<file path="src/rtl/dac_row_sequencer_if.sv">
// DAC request/response channel between the row sequencer and the wordline DAC.
// The sequencer drives code/valid; the DAC answers with a ready pulse and millivolts.
interface dac_row_sequencer_if #(
    parameter int DAC_BITS = 10
);
    logic [DAC_BITS-1:0] dac_code;
    logic                dac_valid;
    logic [15:0]         dac_mv;
    logic                dac_ready;

    modport master (
        output dac_code,
        output dac_valid,
        input  dac_mv,
        input  dac_ready
    );

    modport slave (
        input  dac_code,
        input  dac_valid,
        output dac_mv,
        output dac_ready
    );
endinterface

</file>
<file path="src/rtl/dac_row_sequencer.sv">
// Streams a code vector through the shared wordline DAC one row at a time.
// Option DAC_SEQ_ZERO_SKIP_EN: code-0 rows bypass the DAC and capture 0 mV.
module dac_row_sequencer #(
    parameter int NUM_ROWS    = 8,
    parameter int DAC_BITS    = 10,
    parameter int TIMEOUT_CYC = 15,
    parameter int IDX_W       = (NUM_ROWS > 1) ? $clog2(NUM_ROWS) : 1
) (
    input  logic                         clk,
    input  logic                         rst_n,
    input  logic                         start,
    input  logic [NUM_ROWS*DAC_BITS-1:0] row_codes,
    output logic                         busy,
    output logic                         done,
    output logic                         error,
    output logic [IDX_W-1:0]             row_idx,
    output logic [NUM_ROWS*16-1:0]       row_mv,
    dac_row_sequencer_if.master          dac
);
    localparam int CNT_W = $clog2(TIMEOUT_CYC + 1);

    typedef enum logic [1:0] {
        S_IDLE,
        S_ISSUE,
        S_WAIT
    } state_t;

    state_t                       r_state,  w_state;
    logic [NUM_ROWS*DAC_BITS-1:0] r_shadow, w_shadow;
    logic [IDX_W-1:0]             r_idx,    w_idx;
    logic [CNT_W-1:0]             r_cnt,    w_cnt;
    logic                         r_busy,   w_busy;
    logic                         r_done,   w_done;
    logic                         r_error,  w_error;
    logic [DAC_BITS-1:0]          r_code,   w_code;
    logic                         r_valid,  w_valid;
    logic [NUM_ROWS*16-1:0]       r_mv,     w_mv;

    logic [DAC_BITS-1:0]          w_cur;
    logic                         w_last;

    assign w_cur  = r_shadow[int'(r_idx)*DAC_BITS +: DAC_BITS];
    assign w_last = (r_idx == IDX_W'(NUM_ROWS - 1));

    always_comb begin
        w_state  = r_state;
        w_shadow = r_shadow;
        w_idx    = r_idx;
        w_cnt    = r_cnt;
        w_busy   = r_busy;
        w_done   = 1'b0;
        w_error  = 1'b0;
        w_code   = r_code;
        w_valid  = 1'b0;
        w_mv     = r_mv;
        unique case (r_state)
            S_IDLE: begin
                if (start) begin
                    w_shadow = row_codes;
                    w_idx    = '0;
                    w_busy   = 1'b1;
                    w_state  = S_ISSUE;
                end
            end
            S_ISSUE: begin
`ifdef DAC_SEQ_ZERO_SKIP_EN
                if (w_cur == '0) begin
                    w_mv[int'(r_idx)*16 +: 16] = '0;
                    if (w_last) begin
                        w_done  = 1'b1;
                        w_busy  = 1'b0;
                        w_state = S_IDLE;
                    end else begin
                        w_idx = r_idx + IDX_W'(1);
                    end
                end else begin
                    w_code  = w_cur;
                    w_valid = 1'b1;
                    w_cnt   = '0;
                    w_state = S_WAIT;
                end
`else
                w_code  = w_cur;
                w_valid = 1'b1;
                w_cnt   = '0;
                w_state = S_WAIT;
`endif
            end
            S_WAIT: begin
                // A ready on the expiry edge still wins over the watchdog
                if (dac.dac_ready) begin
                    w_mv[int'(r_idx)*16 +: 16] = dac.dac_mv;
                    if (w_last) begin
                        w_done  = 1'b1;
                        w_busy  = 1'b0;
                        w_state = S_IDLE;
                    end else begin
                        w_idx   = r_idx + IDX_W'(1);
                        w_state = S_ISSUE;
                    end
                end else if (r_cnt == CNT_W'(TIMEOUT_CYC)) begin
                    w_error = 1'b1;
                    w_busy  = 1'b0;
                    w_state = S_IDLE;
                end else begin
                    w_cnt = r_cnt + CNT_W'(1);
                end
            end
            default: w_state = S_IDLE;
        endcase
    end

    always_ff @(posedge clk or negedge rst_n) begin
        if (!rst_n) begin
            r_state  <= S_IDLE;
            r_shadow <= '0;
            r_idx    <= '0;
            r_cnt    <= '0;
            r_busy   <= 1'b0;
            r_done   <= 1'b0;
            r_error  <= 1'b0;
            r_code   <= '0;
            r_valid  <= 1'b0;
            r_mv     <= '0;
        end else begin
            r_state  <= w_state;
            r_shadow <= w_shadow;
            r_idx    <= w_idx;
            r_cnt    <= w_cnt;
            r_busy   <= w_busy;
            r_done   <= w_done;
            r_error  <= w_error;
            r_code   <= w_code;
            r_valid  <= w_valid;
            r_mv     <= w_mv;
        end
    end

    assign busy          = r_busy;
    assign done          = r_done;
    assign error         = r_error;
    assign row_idx       = r_idx;
    assign row_mv        = r_mv;
    assign dac.dac_code  = r_code;
    assign dac.dac_valid = r_valid;
endmodule

</file>
<file path="src/flat_wrapper.sv">
// flat-port wrapper written by rule: the top's interface ports become plain ports
module dac_row_sequencer_flat 
#(
    parameter int NUM_ROWS    = 8,
    parameter int DAC_BITS    = 10,
    parameter int TIMEOUT_CYC = 15,
    parameter int IDX_W       = (NUM_ROWS > 1) ? $clog2(NUM_ROWS) : 1
)
  (clk, rst_n, start, row_codes, busy, done, error, row_idx, row_mv, dac_dac_code, dac_dac_valid, dac_dac_mv, dac_dac_ready);
  dac_row_sequencer_if #(.DAC_BITS(DAC_BITS)) dac_i ();
  input  logic clk;
  input  logic rst_n;
  input  logic start;
  input  logic [NUM_ROWS*DAC_BITS-1:0] row_codes;
  output logic busy;
  output logic done;
  output logic error;
  output logic [IDX_W-1:0] row_idx;
  output logic [NUM_ROWS*16-1:0] row_mv;
  output wire logic [$bits(dac_i.dac_code)-1:0] dac_dac_code;
  output wire logic [$bits(dac_i.dac_valid)-1:0] dac_dac_valid;
  input wire logic [$bits(dac_i.dac_mv)-1:0] dac_dac_mv;
  input wire logic [$bits(dac_i.dac_ready)-1:0] dac_dac_ready;
  assign dac_dac_code = dac_i.dac_code;
  assign dac_dac_valid = dac_i.dac_valid;
  assign dac_i.dac_mv = dac_dac_mv;
  assign dac_i.dac_ready = dac_dac_ready;
  dac_row_sequencer #(.NUM_ROWS(NUM_ROWS), .DAC_BITS(DAC_BITS), .TIMEOUT_CYC(TIMEOUT_CYC), .IDX_W(IDX_W)) u_core (.clk(clk), .rst_n(rst_n), .start(start), .row_codes(row_codes), .busy(busy), .done(done), .error(error), .row_idx(row_idx), .row_mv(row_mv), .dac(dac_i));
endmodule
</file>
<file path="config.mk">
export PLATFORM = sky130hd
export DESIGN_NAME = dac_row_sequencer_flat
export DESIGN_NICKNAME = d
export VERILOG_FILES = /design/src/rtl/dac_row_sequencer_if.sv /design/src/rtl/dac_row_sequencer.sv /design/src/flat_wrapper.sv
export SDC_FILE = /design/constraint.sdc
export NUM_CORES = 1
export LEC_CHECK = 0
export ABC_AREA = 0
export CORE_ASPECT_RATIO = 0.6
export CORE_MARGIN = 2
export CORE_UTILIZATION = 35
export DETAILED_ROUTE_END_ITERATION = 7
export GPL_TIMING_DRIVEN = 0
export HOLD_SLACK_MARGIN = 0.12
export PLACE_DENSITY_LB_ADDON = 0.15
export SKIP_CTS_REPAIR_TIMING = 1
export SYNTH_ARGS = -nofsm -noshare
export SYNTH_HDL_FRONTEND = slang
export SYNTH_SLANG_ARGS = --single-unit
</file>
<file path="constraint.sdc">
create_clock -name clk -period 3.2 [get_ports clk]
set_input_delay 0.32 -clock clk [delete_from_list [all_inputs] [get_ports clk]]
set_output_delay 0.32 -clock clk [all_outputs]
set_load 0.01 [all_outputs]
</file>
==> results.md, run 1 <==
* Placed cell count at 1242
* Routability cong. at between 0.7 and 0.8
* Post-synth EDFFs at 0
* Max Cap Viol at 0
* Clock share of power at 24.5%
* First-pass GRT wire length at 41920 um
* Largest net degree at the start of global routing at 94
* Register area share after synthesis at 59.29%
* Port Buffers at 244
* Synth top area cells: dfrtp_1 59%, mux2_2 21%, mux2_4 3.1%
* Buf+Inv Stages, Crit Path at 4
* Horiz. Die Dim at roughly 220 um
* Synthesized area at slightly below 10000 um^2
* H-tree depth at 1
* Die H at 133.3 um
* Cell mode on critical path: ha_1
* Post-Layout Cell Count at 1290
* Critical path arrival at about 3.4 ns
* Top cell type's share of synthesized area at 59.29%
* Top-count cell post-synth: dfrtp_1
* Syn Nets at 735
* Final instance area at 13480 um^2
* Share of cells above drive strength 1 at 31.24%
* Static Leakage at roughly 0.0059 uW
* Slew at the pin closest to its max-slew limit at a little under 0.7 ns
* Adder-Cell Fraction of Synth Area at less than 1%
* Crit path required time at between 3 and 4 ns
* Seq pwr share at 39.9%
* Initial Util at 35.50%
* Clock Tree Buf Depth at 3
* Routed Antenna Nets at 0
* Fillers at 2412
* Worst skew pair latency at ~0.53 ns
* Critical path class: reg2reg
* Slowest cell delay on critical path at 0.48 ns
* CP Cell Sequence: buf_4 -> inv_1 -> ha_1 -> ha_1 -> nand4bb_2 -> or4_1 -> buf_2 -> buf_6 -> mux2_4
* WL final at 27560 um
* Slew Limit Fails at 0
* Critical path's slowest cell: or4_1
* Status: finished, final reports clean
* Slew headroom at 53.01%
* RSZ-0062 raised after global routing: no
* Grt total ovfl at 0
* DRC at 0
* Period utilization at 94.91%
* Final Hold Viols at 0
* Syn Inst Count at 629
* Register area at 5782 um^2
* I/O pin total at 245
* Site Rows at 47
* CTS sink cnt at 231
* Top Family by Delay on Critical Path: simple AND/OR/NAND/NOR gates
* NetSw at 3382 uW
* Mean routed wirelength per cell at 21.36 um
* CP startpoint kind: flop
* Hold/Removal Path Class: in2async
* P per Cell Area at between 700 and 800 nW/um^2
* Maximum vdd drop at between 300 and 400 uV
* Switching share of power at 32.07%
* Fmax at 329.3 MHz
* #FFs+latches synth at 231
* Total track usage at 19.16%
* Post-Syn Area per Cell at 15.50 um^2
* Post-Synth Simple-Gate Area at 6.032%
* Vias after detailed routing at 6142
* Netlist cell types at between 40 and 50
* Endpoints failing setup at 0
* Worst Setup End Kind: flop
* Vias in the first global route at 6512
* CTS Buf Count at 23
* Post-synthesis xor/xnor area fraction at 0%
* Synth area leader: dfrtp_1
* Pint at a little over 7000 uW
* Hpwl dp at 20360 um
* Synth warn at 0
* Clock Skews at 0.02446 ns
* Compound-gate portion of the synthesized area at 2.541%
* Footprint of the multi-input gates at 3774 um^2
* Clock Pin Slew Worst Setup and Hold Paths at about 0.07 ns
* Asr flop ratio synth at between 90% and 100%
* Largest family of logic cells by synthesized area: multiplexers
* Max FO, Critical Path at 10
* Mux contribution to synthesized area at between 20% and 30%
* Fin crit period at 3.037 ns
* Number of DRC markers in iteration 0 at 408
* Initial antenna violation count at 0
* Nets at 1012
* Area grow syn2layout at 38.24%
* DR pass1 iterations at 4
* Core area at 27460 um^2
* CTS Root Buffer Type: clkbuf_16
* DR vias/cell at 4.761
* CTS tree: done
* Post-synth top flop: dfrtp_1
* Die Area at between 20000 and 30000 um^2
* Placed cell area at 12710 um^2
* Most instantiated cells after synthesis: 231 x dfrtp_1, 179 x mux2_2, 21 x mux2i_1
* Combinational Power Share at 35.6%
[layout make-up]
type / count / share of cell area, %
plain buffers: 34 / 1.430
inverters: 6 / 0.1671
flip-flops and latches: 231 / 42.90
well taps: 367 / 3.407
diodes: 1 / 0.01857
clock inverters: 5 / 0.2321
multi-input cells: 358 / 28.00
clock buffers: 36 / 4.929
repair buffers: 252 / 18.92
[power groups by stage]
stage	logic, uW	clock network, uW	registers, uW
after global routing	4030	2770	4320
after detailed placement	3780	0	4250
after CTS	3790	2670	4210
after floorplan	2110	0	4270
final	3760	2580	4210
after global placement	3720	0	4250
[worst paths after layout]
kind                                          startpoint                              end  slack [ns]  cells past startpoint
min                                                rst_n   u_core.row_mv[124]$_DFFE_PN0P_        0.35                      2
max in group asynchronous                          rst_n   u_core.row_mv[100]$_DFFE_PN0P_        1.63                      4
max reg2reg                u_core.row_idx[1]$_DFFE_PN0P_   u_core.row_mv[123]$_DFFE_PN0P_        0.16                      9
min in group clk                           row_codes[62]  u_core.r_shadow[62]$_DFFE_PN0P_        0.39                      2
max                        u_core.row_idx[1]$_DFFE_PN0P_   u_core.row_mv[123]$_DFFE_PN0P_        0.16                      9
min reg2reg                u_core.row_mv[70]$_DFFE_PN0P_    u_core.row_mv[70]$_DFFE_PN0P_        0.50                      1
[state kept, by name, summed over array words and instances, names as in the netlist]
name,count
u_core.row_mv,128
u_core.r_shadow,80
u_core.dac.dac_code,10
u_core.r_cnt,4
u_core.row_idx,3
u_core.r_state,2
u_core.busy,1
u_core.dac.dac_valid,1
u_core.done,1
u_core.error,1
[per-layer routing]
| layer | share of wire (%) | vias up | track usage [%] |
|---|---|---|---|
| li1 | - | 2833 | - |
| met4 | 1.7 | 0 | 3.191 |
| met5 | 0 | - | 0 |
| met3 | 4.0 | 30 | 3.973 |
| met1 | 53 | 3168 | 30.63 |
| met2 | 41 | 111 | 26.71 |
[cell families after synthesis]
kind of cell / Yosys count
flops: 231
mux: 239
simple gates: 81
buf+inv: 40
fa+ha+maj: 6
compound gates: 32
[layout by cell type (no fill, tap or decap), types with 9 or more instances in the layout]
cell type | netlist | layout
clkdlybuf4s50_1 | 0 | 243
nor2b_1 | 18 | 18
clkbuf_1 | 9 | 17
a221oi_1 | 10 | 10
mux2_4 | 20 | 20
buf_2 | 16 | 14
mux2i_1 | 21 | 21
mux2_1 | 9 | 9
nand2b_1 | 13 | 13
dfrtp_1 | 231 | 230
a22o_1 | 10 | 10
mux2_2 | 179 | 179
mux4_2 | 10 | 10
and2_1 | 15 | 15
clkbuf_16 | 0 | 23
buf_4 | 5 | 12
[per-stage QoR]
| step | hold slack, ns | total power (uW) | worst slack [ns] | util, % | TNS [ns] |
|---|---|---|---|---|---|
| after detailed placement | 0.2949 | 8024 | -0.5694 | 46.28 | -26.00 |
| after global routing | 0.3846 | 11120 | 0.01351 | 49.07 | 0 |
| after floorplan | 0.02441 | 6384 | 0.3308 | - | 0 |
| after CTS | -0.2581 | 10670 | -0.5595 | 48.82 | -27.87 |
| final | 0.3450 | 10550 | 0.1629 | 49.08 | 0 |
| after global placement | 0.4696 | 7966 | -8.581 | 46.07 | -1995.49 |
[worst register-to-register path: cells and delay by family, from the launching register on]
family	cells	cell delay, ns
buf+inv	4	0.72
mux	1	0.31
fa+ha+maj	2	0.60
flops	1	0.43
simple gates	2	0.84
Note: power is estimated with default switching activity, not from simulation.
==> run 2, diff against run 1 <==
- GPL_TIMING_DRIVEN: 0 -> default
==> run 2 against run 1 <==
Effect of this change:
- critical path depth decreased by 3
- total power is 2.3% higher
- sequential power is essentially flat
- wire length shrank 0.35%
- critical endpoint is now u_core.row_mv[125]$_DFFE_PN0P_
- largest power group unchanged
==> results.md, run 2 (synthesized netlist as in run 1, its figures left out) <==
* Status: finished, final reports clean
* CTS sink cnt at 231
* Endpoints failing setup at 0
* CTS Root Buffer Type: clkbuf_16
* Crit path required time at 3.61 ns
* Maximum vdd drop at 378.8 uV
* Worst skew pair latency at 0.53 ns
* Sum Neg Setup Slack at 0 ns
* Slew headroom at 28.51%
* Horiz. Die Dim at ~220 um
* Site Rows at 47
* Cell mode on critical path: ha_1
* Hold/Removal Path Class: in2reg
* Slew at the pin closest to its max-slew limit at between 1 and 1.5 ns
* H-tree depth at 1
* Footprint of the multi-input gates at 3771 um^2
* Commonest non-fill, non-tap cell in the layout: clkdlybuf4s50_1
* DR vias/cell at 4.866
* Vias after detailed routing at 6155
* Total track usage at 19.02%
* Routed Antenna Nets at 0
* Die H at 133.3 um
* Hpwl dp at 19610 um
* Layout Utilization at 49.02%
* DRC at 0
* Fmax at about 350 MHz
* Initial Util at 35.50%
* Grt total ovfl at 0
* CP startpoint kind: flop
* P per Cell Area at 801.4 nW/um^2
* Number of DRC markers in iteration 0 at 327
* Nets at around 1000
* Share of cells above drive strength 1 at 30.88%
* CTS tree: done
* Initial antenna violation count at 0
* I/O pin total at 245
* Fillers at about 2400
* Largest net degree at the start of global routing at 93
* Worst Setup End Kind: flop
* Clock Skews at roughly 0.022 ns
* Clock Pin Slew Worst Setup and Hold Paths at 0.07 ns
* WL final at 27460 um
* Critical path arrival at 3.25 ns
* Max FFs per register at 128
* Max Cap Viol at 0
* Max FO, Critical Path at 16
* Static Leakage at 0.005912 uW
* RSZ-0062 raised after global routing: no
* Area grow syn2layout at 38.08%
* Critical path's slowest cell: or4_1
* Routability cong. at 0.8601
* Vias in the first global route at ~6700
* First-pass GRT wire length at ~42000 um
* Critical path class: reg2reg
* Slew Limit Fails at 0
* Register area at 5782 um^2
* Mean routed wirelength per cell at 21.71 um
* CTS Buf Count at 24
* Final Hold Viols at 0
* Fin crit period at 2.837 ns
* Die Area at 29250 um^2
* Period utilization at between 80 and 90%
* Port Buffers at 244
* Slowest cell delay on critical path at 0.88 ns
* CP Cell Sequence: inv_1 -> ha_1 -> ha_1 -> nand4bb_2 -> or4_1 -> mux2_4
* Clock Tree Buf Depth at 3
* Core area at 27460 um^2
* DR pass1 iterations at 4
* Most frequent cells in the layout: 243 x clkdlybuf4s50_1, 230 x dfrtp_1, 179 x mux2_2, 25 x clkbuf_16, 21 x mux2i_1
[run 2: cell types whose count changed in the layout (fill, tap and decap cells not counted), moves of 2 or more]
cell / before / now
buf_12: 0 / 3
buf_16: 2 / 0
buf_2: 14 / 0
buf_6: 2 / 0
bufinv_16: 0 / 2
clkbuf_1: 17 / 3
clkbuf_16: 23 / 25
clkbuf_2: 2 / 0
clkbuf_8: 4 / 6
[run 2: metrics by stage]
step                worst slack, ns  std cells  area (um^2)  power, uW  hold slack (ns)
floorplan                    0.3308        629         9749       6384          0.02441
global placement             0.4885       1222        12640       7788           0.3915
detailed placement           0.3679       1222        12640       7946           0.4021
CTS                          0.3475       1263        13450      10910          -0.1612
global route                 0.2558       1264        13460      11370           0.3863
finish                       0.3631       1265        13460      10790           0.3970
[run 2: routing by layer]
layer,GRT usage (%),up-vias,wire length (um)
li1,-,2775,-
met1,28.87,3215,13030
met2,28.04,132,12290
met3,4.018,33,1650
met4,3.679,0,488
met5,0,-,0
[run 2: critical path, delay by kind of cell (launching register included)]
family                   cells  cell delay (ns)
buffers and inverters        1             0.08
flip-flops                   1             0.36
AND/OR/NAND/NOR              2             1.22
adder cells (fa/ha/maj)      2             0.60
multiplexers                 1             0.45
[run 2: layout make-up]
class	instances	area share, %
sequential	231	42.95
tap	367	3.411
multi-input combinational	358	28.01
clock buffer	34	5.344
timing repair buffer	261	19.43
clock inverter	7	0.6692
inverter	6	0.1673
antenna	1	0.01859
[run 2: report_power, final]
group          switching (uW)  internal, uW
Combinational            1700          1950
Clock                    1190          1720
Sequential                464          3760
Total                    3360          7430
[run 2: path summary, 6_finish.rpt]
check,cells past startpoint,startpoint,end,slack [ns]
setup / recovery,6,u_core.row_idx[0]$_DFFE_PN0P_,u_core.row_mv[125]$_DFFE_PN0P_,0.36
hold / removal,2,row_codes[50],u_core.r_shadow[50]$_DFFE_PN0P_,0.40
setup reg to reg,6,u_core.row_idx[0]$_DFFE_PN0P_,u_core.row_mv[125]$_DFFE_PN0P_,0.36
hold reg to reg,1,u_core.row_mv[71]$_DFFE_PN0P_,u_core.row_mv[71]$_DFFE_PN0P_,0.49
max in group asynchronous,3,rst_n,u_core.row_mv[107]$_DFFE_PN0P_,1.96
min in group asynchronous,2,rst_n,u_core.row_mv[120]$_DFFE_PN0P_,0.41
